--- src/rtl/synth_timing_pkg.sv ---
// Shared timing constants for the synth's rate timers and the
// channel-index width helper used by the compare scheduler.
package synth_timing_pkg;

    localparam int CLK_HZ       = 50_000_000;
    localparam int NCH_DEF      = 4;
    localparam int TB_MOD_DEF   = 500000;
    localparam int PERIOD_100HZ = CLK_HZ / (NCH_DEF * 100);

    function automatic int chw(input int n);
        return (n < 2) ? 1 : $clog2(n);
    endfunction

endpackage

--- src/rtl/compare_scheduler_mod_adder.sv ---
// Combinational (a + b) mod TB_MOD for operands already below TB_MOD.
module mod_adder #(
    parameter int W      = 19,
    parameter int TB_MOD = 500000
) (
    input  logic [W-1:0] a,
    input  logic [W-1:0] b,
    output logic [W-1:0] sum
);

    localparam logic [W:0] MOD = (W+1)'(TB_MOD);

    logic [W:0] raw;

    // The W+1 bit sum cannot overflow, so one conditional subtract suffices.
    always_comb begin
        raw = {1'b0, a} + {1'b0, b};
        sum = W'((raw >= MOD) ? raw - MOD : raw);
    end

endmodule

--- src/rtl/compare_scheduler.sv ---
// One equality comparator time-multiplexed over NCH timer channels against a
// shared timebase that advances once per full channel scan.
module compare_scheduler
    import synth_timing_pkg::*;
#(
    parameter int NCH    = NCH_DEF,
    parameter int W      = 19,
    parameter int TB_MOD = TB_MOD_DEF,
    parameter int CHW    = chw(NCH)
) (
    input  logic           clk,
    input  logic           rst,
    input  logic           cfg_valid,
    output logic           cfg_ready,
    input  logic [CHW-1:0] cfg_ch,
    input  logic [W-1:0]   cfg_period,
    input  logic           cfg_enable,
    output logic [NCH-1:0] tick,
    output logic [W-1:0]   tb,
    output logic [CHW-1:0] slot
);

    localparam logic [W-1:0]   TB_LAST   = W'(TB_MOD - 1);
    localparam logic [W:0]     TB_MOD_X  = (W+1)'(TB_MOD);
    localparam logic [CHW-1:0] SLOT_LAST = CHW'(NCH - 1);

    logic [W-1:0]   period_q   [NCH];
    logic [W-1:0]   deadline_q [NCH];
    logic [NCH-1:0] enable_q;

    logic           accept;
    logic           match;
    logic [W-1:0]   cfg_period_sat;
    logic [W-1:0]   load_deadline;
    logic [W-1:0]   reload_deadline;

    // A write is refused only while its channel is in the compare slot.
    always_comb begin
        cfg_ready      = !rst && (slot != cfg_ch);
        accept         = cfg_valid && cfg_ready;
        match          = enable_q[slot] && (tb == deadline_q[slot]);
        cfg_period_sat = ({1'b0, cfg_period} >= TB_MOD_X) ? TB_LAST : cfg_period;
    end

    // Load and reload can fire in the same cycle for different channels,
    // so each path gets its own adder instance.
    mod_adder #(.W(W), .TB_MOD(TB_MOD)) u_load_add (
        .a   (tb),
        .b   (cfg_period_sat),
        .sum (load_deadline)
    );

    mod_adder #(.W(W), .TB_MOD(TB_MOD)) u_reload_add (
        .a   (deadline_q[slot]),
        .b   (period_q[slot]),
        .sum (reload_deadline)
    );

    always_ff @(posedge clk) begin
        if (rst) begin
            slot     <= '0;
            tb       <= '0;
            tick     <= '0;
            enable_q <= '0;
            for (int i = 0; i < NCH; i++) begin
                period_q[i]   <= '0;
                deadline_q[i] <= '0;
            end
        end else begin
            slot <= (slot == SLOT_LAST) ? '0 : slot + 1'b1;
            if (slot == SLOT_LAST) begin
                tb <= (tb == TB_LAST) ? '0 : tb + 1'b1;
            end
            tick <= match ? (NCH'(1) << slot) : '0;
            if (match) begin
                deadline_q[slot] <= reload_deadline;
            end
            // A zero period can never be reached again, so it parks the channel.
            if (accept) begin
                period_q[cfg_ch]   <= cfg_period_sat;
                enable_q[cfg_ch]   <= cfg_enable && (cfg_period != '0);
                deadline_q[cfg_ch] <= load_deadline;
            end
        end
    end

endmodule

--- config.mk ---
export PLATFORM = sky130hd
export DESIGN_NAME = compare_scheduler
export DESIGN_NICKNAME = d
export VERILOG_FILES = /design/src/rtl/synth_timing_pkg.sv /design/src/rtl/compare_scheduler_mod_adder.sv /design/src/rtl/compare_scheduler.sv
export SDC_FILE = /design/constraint.sdc
export NUM_CORES = 1
export LEC_CHECK = 0
export ABC_AREA = 1
export CELL_PAD_IN_SITES_DETAIL_PLACEMENT = 2
export CELL_PAD_IN_SITES_GLOBAL_PLACEMENT = 2
export CORE_ASPECT_RATIO = 0.6
export CORE_MARGIN = 2
export CORE_UTILIZATION = 40
export DETAILED_ROUTE_END_ITERATION = 10
export GPL_ROUTABILITY_DRIVEN = 0
export GPL_TIMING_DRIVEN = 0
export PLACE_DENSITY_LB_ADDON = 0.05
export SETUP_SLACK_MARGIN = 0.2
export SLEW_MARGIN = 10
export SYNTH_ARGS = -nofsm -noshare
export SYNTH_HDL_FRONTEND = slang
export SYNTH_SLANG_ARGS = --single-unit
--- constraint.sdc ---
create_clock -name clk -period 11.6 [get_ports clk]
set_input_delay 2.32 -clock clk [delete_from_list [all_inputs] [get_ports clk]]
set_output_delay 2.32 -clock clk [all_outputs]
set_load 0.01 [all_outputs]
==> impl_metrics.yaml, run 1 <==
status:
  status: "finished, final reports clean"
power_and_ir_drop:
  cellPowerDensity_mw_per_mm2: 161.1
  vdd_drop_max_mv: 0.08082
  leakage_nw: 6.077
floorplan:
  start_util: 0.4061
  row_count: 49
  ios: 51
  core_area_mm2: 0.02992
  dieArea_mm2: 0.03183
  die_x_um: 229.0
  die_y_um: 139
yosys:
  synth_top_area_cell: "edfxtp_1"
  synth-edff-count: 152
  ys_async_sr_fraction: 0
  ys.flop_type: "edfxtp_1"
  syn_area_mm2: 0.01215
  synth-simple-area-share: 0.3139
  synth_xor_area_frac: 0.03233
  synthMuxAreaShare: 0.001648
  synthCells: 1558
  synthAdderAreaFrac: 0.04552
  synth_seq_area_share: 0.4234
  synth_nets: 1626
  synth_top_family_by_area: "simple AND/OR/NAND/NOR gates"
  ys_ff_latch: 181
  synth_compound_area_frac: 0.1103
  synth_top_cell_area_share: 0.3757
  synth_cell_types: 54
  syn_avg_cell_area_um2: 7.799
  yosys_warnings: 0
  netlist_top_cells_area: "edfxtp_1 (38%), nand2_1 (12%), nor2_1 (5.6%)"
setup_path:
  cp_num_buf_inv: 7
  endpoint: "deadline_q[3][6]"
  cp_data_required_time_ns: 11.82
  start_kind: "primary input"
  r2r_cells: 20
  max_stage_delay_ns: 0.56
  reg2reg_from: "slot[0]"
  cp_max_fo: 10
  crit_type: "primary input to flop"
  critPathMostFrequentCell: "nand2_1"
  crit_path_top_delay_cell: "clkdlybuf4s50_1"
  crit_family: "simple AND/OR/NAND/NOR gates"
  startpoint: "cfg_period[16]"
  cp.depth: 27
  r2r_end: "deadline_q[3][18]"
  critPathArrivalTime_ns: 7.60
  regToRegSetupSlack_ns: 5.11
  end_kind: "flop"
clock_network:
  hold_buffers: 0
  cts_tree: "done"
  clockBufferDepth: 2
  cts_setup_buffers: 0
  cts_resized: 0
  cts_max_level: 4
  numCtsBuffers: 17
  cts_sinks: 181
  clk_latency_ns: 0.48
  cts-root-buf: "clkbuf_16"
  path_clk_slew_ns: 0.08
drt:
  num_vias: 12470
  avgRoutedWirePerCell_um: 27.60
  viasPerCell: 6.091
  first_pass_iters: 6
  antenna_left: 0
  wirelength_um: 56530
  drc_errors: 0
  drt_iter0_markers: 1242
placed_design:
  io_buffers: 50
  place_area_mm2: 0.01318
  hpwl_um: 43620
layout:
  n_antenna_cell: 0
  drive_above_1_share: 0.07805
  final_nets: 1695
  syn2layout_area_growth_pct: 13.49
  fin_area_mm2: 0.01379
sta:
  fin_crit_sh: 0.6360
  clock_skew_ns: 0.01569
  rsz0062_at_grt: "no"
  hold_viol: 0
  slew_headroom: 0.1334
  fin_tns_setup_ns: 0
  slew_viol_final: 0
  worstMarginPinSlew_ns: 1.296
  setup-violations-final: 0
  fmax_ghz: 0.1355
  min_period_ns: 7.378
grt:
  grt_pass1_wl_um: 84290
  grt_pass1_vias: 13300
  grt_max_degree: 21
  antenna_found_initial: 1
  grt.total_usage: 0.3577
  gr-total-overflow: 0
hold_path:
  hold_class: "flop to flop"
flow_run:
  cap_violations: 0
## worst reg2reg max path: stages, from the launching register on
cell,delay [ns]
dfxtp_1,0.66
nand2_2,0.20
inv_2,0.31
buf_6,0.26
clkbuf_1,0.47
clkbuf_1,0.50
a22oi_1,0.24
o21ai_0,0.38
ha_1,0.46
a21oi_1,0.40
nand2_1,0.16
nor2_1,0.12
o21ai_1,0.08
xnor2_1,0.43
inv_1,0.12
nor3_1,0.29
a21o_1,0.22
nand2_1,0.06
o21bai_1,0.63
nand4_1,0.21
nand2_1,0.14
## worst min path at each step
| stage | cells past startpoint | to | start | slack (ns) |
|---|---|---|---|---|
| 2_1_floorplan | 2 | enable_q[0] | enable_q[0] | 0.50 |
| 5_1_grt | 2 | enable_q[2] | enable_q[2] | 0.61 |
| 6_report | 2 | enable_q[0] | enable_q[0] | 0.59 |
| 4_1_cts | 2 | enable_q[3] | enable_q[3] | 0.56 |
| 3_3_place_gp | 2 | enable_q[0] | enable_q[0] | 0.52 |
| 3_5_place_dp | 2 | enable_q[3] | enable_q[3] | 0.54 |
## placed cells by master, fill, tap and decap left out, drive strengths merged, types with 2 or more instances in the layout
master         synthesis  final
a211oi                 3      3
a21boi                 2      2
a21o                   7      7
a21oi                 45     45
a22o                   2      2
a22oi                 35     35
a31oi                  7      7
buf                   22     22
clkbuf                37     54
clkdlybuf4s50          0     50
clkinv                 2      7
dfxtp                 29     29
edfxtp               152    152
fa                     2      2
ha                    41     41
inv                  154    162
mux2i                  2      2
nand2                415    415
nand3                 88     88
nand3b                 6      6
nand4                 81     81
nor2                 192    192
nor3                  26     26
nor3b                  3      3
nor4                   9      9
o21ai                112    112
o21bai                 5      5
o22ai                  8      8
or2                   20     20
xnor2                 14     14
xor2                  30     30
## power breakdown
group          leakage (nW)  switching (W)  internal (W)
Sequential             1.81      0.0000139      0.000736
Combinational          3.97       0.000642      0.000206
Clock                 0.293       0.000315      0.000310
Total                  6.08       0.000971       0.00125
## final cells by class
class	count	area (um2)
timing repair buffer	50	500.5
tap	408	510.5
multi-input combinational	1162	6141
inverter	156	585.6
clock inverter	15	181.4
clock buffer	17	425.4
sequential	181	5145
buffer	59	300.3
fill	3452	16130
## metrics by stage
stage	utilization	setup slack (ns)	hold slack [ns]	total power, W	cells
after global routing	0.4609	3.891	0.6109	0.002302	2048
after global placement	0.4399	4.013	0.5232	0.001527	2016
after CTS	0.4607	4.296	0.5642	0.002185	2048
after floorplan	-	5.732	0.4995	0.001246	1558
final	0.4609	4.222	0.5867	0.002222	2048
after detailed placement	0.4404	3.796	0.5435	0.001573	2016
## metal layers
layer | GRT usage | vias up | wire [um]
met3 | 0.09622 | 110 | 5670
met5 | 0.02381 | - | 107
met1 | 0.5008 | 6316 | 24880
met2 | 0.5282 | 599 | 24050
li1 | - | 5447 | -
met4 | 0.1278 | 2 | 1811
## cell usage after synthesis (6+ instances only)
library cell,number
nor2_1,181
nand2_2,16
clkbuf_1,36
xnor2_1,14
inv_2,10
nand3_1,84
o22ai_1,8
dfxtp_1,29
a22oi_1,34
a21o_1,7
o21ai_1,17
nand2_1,395
nand4_1,81
ha_1,41
o21ai_0,93
edfxtp_1,152
buf_4,6
nor3_1,23
xor2_1,29
nor4_1,9
a21oi_1,45
a31oi_1,7
nor2_4,6
nand3b_1,6
buf_2,8
inv_1,144
buf_6,6
or2_2,20
## flip-flops by register name (all words and copies together), names as in the netlist
name	cells
tick	4
slot	2
enable_q	4
tb	19
period_q	76
deadline_q	76
## cells by family (layout without fill, tap and decap cells)
logic type,count (synthesis),count (layout)
AND/OR/NAND/NOR,842,842
adder cells (fa/ha/maj),43,43
multiplexers,2,2
AO/OA/AOI/OAI,231,231
XOR/XNOR,44,44
flip-flops,181,181
buffers and inverters,215,297
Power figures use the tool's default switching activity.
==> inputs of run 2 (changes only) <==
--- a/config.mk
+++ b/config.mk
@@ -10,7 +10,7 @@
 export CELL_PAD_IN_SITES_GLOBAL_PLACEMENT = 2
 export CORE_ASPECT_RATIO = 0.6
 export CORE_MARGIN = 2
-export CORE_UTILIZATION = 40
+export CORE_UTILIZATION = 37
 export DETAILED_ROUTE_END_ITERATION = 10
 export GPL_ROUTABILITY_DRIVEN = 0
 export GPL_TIMING_DRIVEN = 0
==> constraint.sdc (replaced) <==
create_clock -name clk -period 6.9 [get_ports clk]
set_input_delay 1.38 -clock clk [delete_from_list [all_inputs] [get_ports clk]]
set_output_delay 1.38 -clock clk [all_outputs]
set_load 0.01 [all_outputs]
==> impl_metrics.yaml, run 2 (synthesized netlist as in run 1, its figures left out) <==
clock_network:
  path_clk_slew_ns: 0.07
  clockBufferDepth: 2
  cts_sinks: 181
  cts_max_level: 4
  clk_latency_ns: 0.47
  numCtsBuffers: 17
  hold_buffers: 0
  cts_tree: "done"
  cts_setup_buffers: 0
  cts-root-buf: "clkbuf_16"
sta:
  worstMarginPinSlew_ns: 1.217
  min_period_ns: 6.429
  clock_skew_ns: 0.01362
  slew_viol_final: 0
  fin_tns_setup_ns: 0
  setup-violations-final: 0
  fmax_ghz: 0.1555
  fin_crit_sh: 0.9318
  rsz0062_at_grt: "no"
  hold_viol: 0
  slew_headroom: 0.1801
  whs_ns: 0.6059
power_and_ir_drop:
  leakage_nw: 6.113
  clkPwrFrac: 0.297
  sw_frac_of_total: 0.4187
  internal_power_w: 0.002229
  pwr-share-comb: 0.375
  vdd_drop_max_mv: 0.1987
  seqPwrFrac: 0.328
  cellPowerDensity_mw_per_mm2: 276.6
  switchingPower_w: 0.001606
floorplan:
  die_y_um: 144.4
  row_count: 51
  core_area_mm2: 0.03235
  die_x_um: 237.9
  ios: 51
  start_util: 0.3756
  dieArea_mm2: 0.03435
grt:
  grt.total_usage: 0.3333
  antenna_found_initial: 2
  grt_max_degree: 21
  gr-total-overflow: 0
  grt_pass1_wl_um: 82390
  grt_pass1_vias: 12740
layout:
  final_nets: 1691
  n_fill_cell: 3700
  layout_commonest_cell: "nand2_1"
  reg.largest.list: "deadline_q x76, period_q x76, tb x19"
  syn2layout_area_growth_pct: 14.11
  final_util: 0.4285
  drive_above_1_share: 0.08191
  fin_cells: 2062
  layout_common_cells: "nand2_1 (394), nor2_1 (180), edfxtp_1 (152), inv_1 (144), o21ai_0 (93)"
drt:
  drc_errors: 0
  antenna_left: 0
  viasPerCell: 5.946
  wirelength_um: 56290
  drt_iter0_markers: 1176
  num_vias: 12260
  avgRoutedWirePerCell_um: 27.30
  first_pass_iters: 5
setup_path:
  startpoint: "cfg_period[15]"
  end_kind: "flop"
  regToRegSetupSlack_ns: 0.69
  r2r_end: "deadline_q[1][7]"
  critPathArrivalTime_ns: 6.64
  endpoint: "deadline_q[3][6]"
  cp_data_required_time_ns: 7.12
  reg2reg_from: "slot[0]"
  r2r_cells: 21
  cp_max_fo: 10
  crit_type: "primary input to flop"
  start_kind: "primary input"
placed_design:
  io_buffers: 50
  dpl.cell_count: 2032
  hpwl_um: 43060
flow_run:
  cap_violations: 0
status:
  status: "finished, final reports clean"
hold_path:
  hold_class: "flop to flop"
-- run 2: cell count changes in the layout (fill, tap and decap cells not counted), moves of 2 or more --
cell,before,now
inv_8,3,1
clkbuf_2,1,3
bufinv_16,1,5
clkinv_8,3,0
diode_2,0,2
inv_6,5,3
clkinv_2,0,4
clkbuf_1,36,30
-- run 2: power by group through the flow --
stage          Sequential (W)  Combinational (W)  Clock, W
3_5_place_dp          0.00128            0.00137         0
5_1_grt               0.00126            0.00153   0.00118
6_report              0.00126            0.00144   0.00114
2_1_floorplan         0.00127           0.000821         0
3_3_place_gp          0.00128            0.00131         0
4_1_cts               0.00126            0.00138   0.00114
-- run 2: critical path, cell delays in order --
cell             delay [ns]
clkdlybuf4s50_1        0.67
nand2_1                0.18
inv_1                  0.06
nand2_1                0.08
inv_1                  0.04
nand2_1                0.23
nand2_1                0.12
or2_2                  0.28
clkbuf_1               0.26
ha_1                   0.31
fa_1                   0.44
nand2_1                0.12
nand3_1                0.13
a21oi_1                0.32
nand2_1                0.16
nand3_1                0.10
nand2_1                0.10
nand2_1                0.08
nand2_1                0.10
xor2_2                 0.30
nor2_1                 0.09
nand3_1                0.09
nand2_2                0.09
nand2_4                0.10
buf_4                  0.19
nand3_1                0.28
nand3_1                0.24
nand2_1                0.08
-- run 2: area by class of cell --
| cell class | count | area [um2] | area share |
|---|---|---|---|
| Clock buffer | 17 | 425.4 | 0.03068 |
| Timing Repair Buffer | 50 | 500.5 | 0.03610 |
| Multi-Input combinational cell | 1162 | 6161 | 0.4444 |
| Buffer | 55 | 287.8 | 0.02076 |
| Clock inverter | 15 | 224.0 | 0.01615 |
| Antenna cell | 2 | 5.005 | 0.0003610 |
| Inverter | 156 | 585.6 | 0.04223 |
| Sequential cell | 181 | 5145 | 0.3711 |
| Tap cell | 424 | 530.5 | 0.03826 |
-- run 2: worst min-delay path by stage --
stage / cells past startpoint / endpoint / slack (ns) / startpoint
final: 2 / enable_q[3] / 0.61 / enable_q[3]
after global routing: 2 / enable_q[0] / 0.61 / enable_q[0]
after CTS: 2 / enable_q[3] / 0.58 / enable_q[3]
after detailed placement: 2 / enable_q[1] / 0.56 / enable_q[1]
after global placement: 2 / enable_q[0] / 0.53 / enable_q[0]
after floorplan: 2 / enable_q[0] / 0.50 / enable_q[0]
-- run 2: stage by stage --
stage                     setup WS [ns]  area (um2)  power, W
after floorplan                   1.972       12150  0.002094
after global placement          -0.1552       13180  0.002586
after detailed placement        -0.4356       13190  0.002649
after CTS                        0.2489       13830  0.003778
after global routing             0.2507       13860  0.003972
final                            0.4706       13860  0.003834
-- run 2: routing by layer --
metal | share of wire | global-route usage | vias to the layer above
li1 | - | - | 5440
met3 | 0.095 | 0.08379 | 85
met5 | 0 | 0 | -
met1 | 0.46 | 0.4814 | 6223
met4 | 0.026 | 0.1053 | 0
met2 | 0.42 | 0.4865 | 512
-- run 2: timing repair --
action                                  4_1_cts  5_1_grt
endpoints found under the hold margin         0        0
resized for setup                             0        8
endpoints found under the setup margin       16       56
==> RTL edit (settings of run 1) <==
Set the package constant `NCH_DEF` to 8 (it was 4).
--- a/src/rtl/synth_timing_pkg.sv
+++ b/src/rtl/synth_timing_pkg.sv
@@ -5,3 +5,3 @@
     localparam int CLK_HZ       = 50_000_000;
-    localparam int NCH_DEF      = 4;
+    localparam int NCH_DEF      = 8;
     localparam int TB_MOD_DEF   = 500000;
Interface: changed (resized cfg_ch, slot and tick); port bits go from 51 to 57. The function was not compared with the original's and may differ.
==> RTL edit against run 1 <==
Clock skew up 0.021 ns; synthesized area up 62%; cell area rose by 62%; power grew 62%; sequential power increased by 88%; setup slack got worse by 1.2 ns; sequential cell count is 161 higher; hold slack lost 0.093 ns; via count up 61%; critical endpoint is now deadline_q[1][11]$_DFFE_PP_; wire length is 77% higher.
==> RTL edit: results <==
set metrics [dict create \
    insertion_delay_ns 0.58 \
    min_path_type "reg -> reg" \
    largestRegisters "deadline_q (152), period_q (152), tb (19)" \
    clock_skew_ns 0.03652 \
    synth_commonest_cells "1015 x nand2_1, 304 x edfxtp_1, 294 x nor2_1, 231 x inv_1, 114 x nand3_1" \
    grt_use_total_pct 38.67 \
    synth_area_leaders "edfxtp_1 46%, nand2_1 19%, nor2_1 5.6%" \
    grt_max_degree 21 \
    htreeDepth 2 \
    place_area_um2 21020 \
    drt_iter0_markers 2416 \
    root_buffer "clkbuf_16" \
    worstPathMaxFanout 10 \
    synth_edf_count 304 \
    grt_antenna_before_repair 5 \
    fillers 5486 \
    cts_resized 0 \
    slowest_delay_ns 0.89 \
    ys.warnings.count 0 \
    path_clk_slew_ns 0.07 \
    postSynth.asyncResetShare_pct 0 \
    via_count 20090 \
    worstMarginPinSlew_ns 1.458 \
    synth_ff_type "edfxtp_1" \
    ys_types 41 \
    leakage_nw 10.01 \
    clockBufferDepth 3 \
    syn_nets 2594 \
    dpl.hpwl_mm 72.23 \
    regArea_um2 9889 \
    reg2regPathDepth 27 \
    wl_mm 99.83 \
    layout.nets 2688 \
    layout-drive-gt1-share_pct 5.034 \
    slowest_stage "o21ai_1" \
    grt_pass1_vias 21210 \
    cts_made_buffers 36 \
    ys_seq_area_share_pct 50.32 \
    arrival_ns 9.05 \
    postCtsSetupBuffers 0 \
    io_buffers 56 \
    firstDrtPassIters 6 \
    status "finished clean" \
    min_path_cells 2 \
    critical-path-top-delay-family "simple AND/OR/NAND/NOR gates" \
    ir_drop_v 0.00009931 \
    grt_pass1_wl_mm 144.0 \
]
## RTL edit: final timing paths
kind	start	endpoint	slack [ns]
max reg2reg	slot[2]$_SDFF_PP0_	deadline_q[1][13]$_DFFE_PP_	4.16
max	cfg_period[18]	deadline_q[1][11]$_DFFE_PP_	2.98
min reg2reg	enable_q[4]$_SDFFE_PP0P_	enable_q[4]$_SDFFE_PP0P_	0.49
min	enable_q[4]$_SDFFE_PP0P_	enable_q[4]$_SDFFE_PP0P_	0.49
## RTL edit: cell type report
| class | count | area share, % |
|---|---|---|
| flip-flops and latches | 342 | 44.39 |
| repair buffers | 56 | 2.516 |
| clock buffers | 46 | 4.443 |
| clock inverters | 20 | 1.168 |
| diodes | 2 | 0.02247 |
| plain buffers | 86 | 1.719 |
| well taps | 640 | 3.595 |
| inverters | 251 | 4.229 |
| multi-input cells | 1841 | 37.91 |
## RTL edit: cells by family (layout without fill, tap and decap cells)
kind of cell             Yosys count  count (layout)  share of synthesized area, %
other                              0               2                             0
buffers and inverters            337             459                         6.743
XOR/XNOR                          32              32                         1.426
adder cells (fa/ha/maj)           48              48                         3.133
AO/OA/AOI/OAI                    242             242                         7.360
flip-flops                       342             342                         50.32
AND/OR/NAND/NOR                 1519            1519                         31.01
## RTL edit: where the power goes
part / leakage [nW] / switching, mW / internal (mW)
clock network: 0.611 / 0.587 / 0.726
registers: 3.45 / 0.0224 / 1.39
logic: 5.94 / 0.690 / 0.181
total: 10.0 / 1.30 / 2.30
## RTL edit: worst reg2reg max path, cell delays in order (launching register included)
cell and delay, ns:
dfxtp_1 0.33, buf_4 0.19, inv_2 0.28, nand3_2 0.49
inv_2 0.47, clkbuf_1 0.67, clkbuf_1 0.69, a22oi_1 0.22
nand4_1 0.23, ha_1 0.33, inv_1 0.13, fa_1 0.45
inv_1 0.20, nand2_1 0.12, nand3_1 0.18, nand2_1 0.08
nand2_1 0.11, nand3_1 0.26, nand2_1 0.15, inv_1 0.06
nor2_1 0.11, nor2_1 0.06, nand2_1 0.07, nand3_2 0.18
buf_4 0.26, o21ai_2 0.69, nand2_1 0.16, nand2_1 0.12
## RTL edit: layer usage
layer  share of wire, %  global-route usage [%]
met1                 41                   52.03
met4                4.2                   14.84
met5              0.073                       0
met2                 43                   59.77
met3                 11                   10.22
## RTL edit: stage by stage
step                      worst slack (ns)  cells
final                                2.980   3284
after global placement               2.770   3216
after CTS                            3.246   3282
after detailed placement             2.802   3216
after global routing                 2.512   3282
after floorplan                      5.615   2520
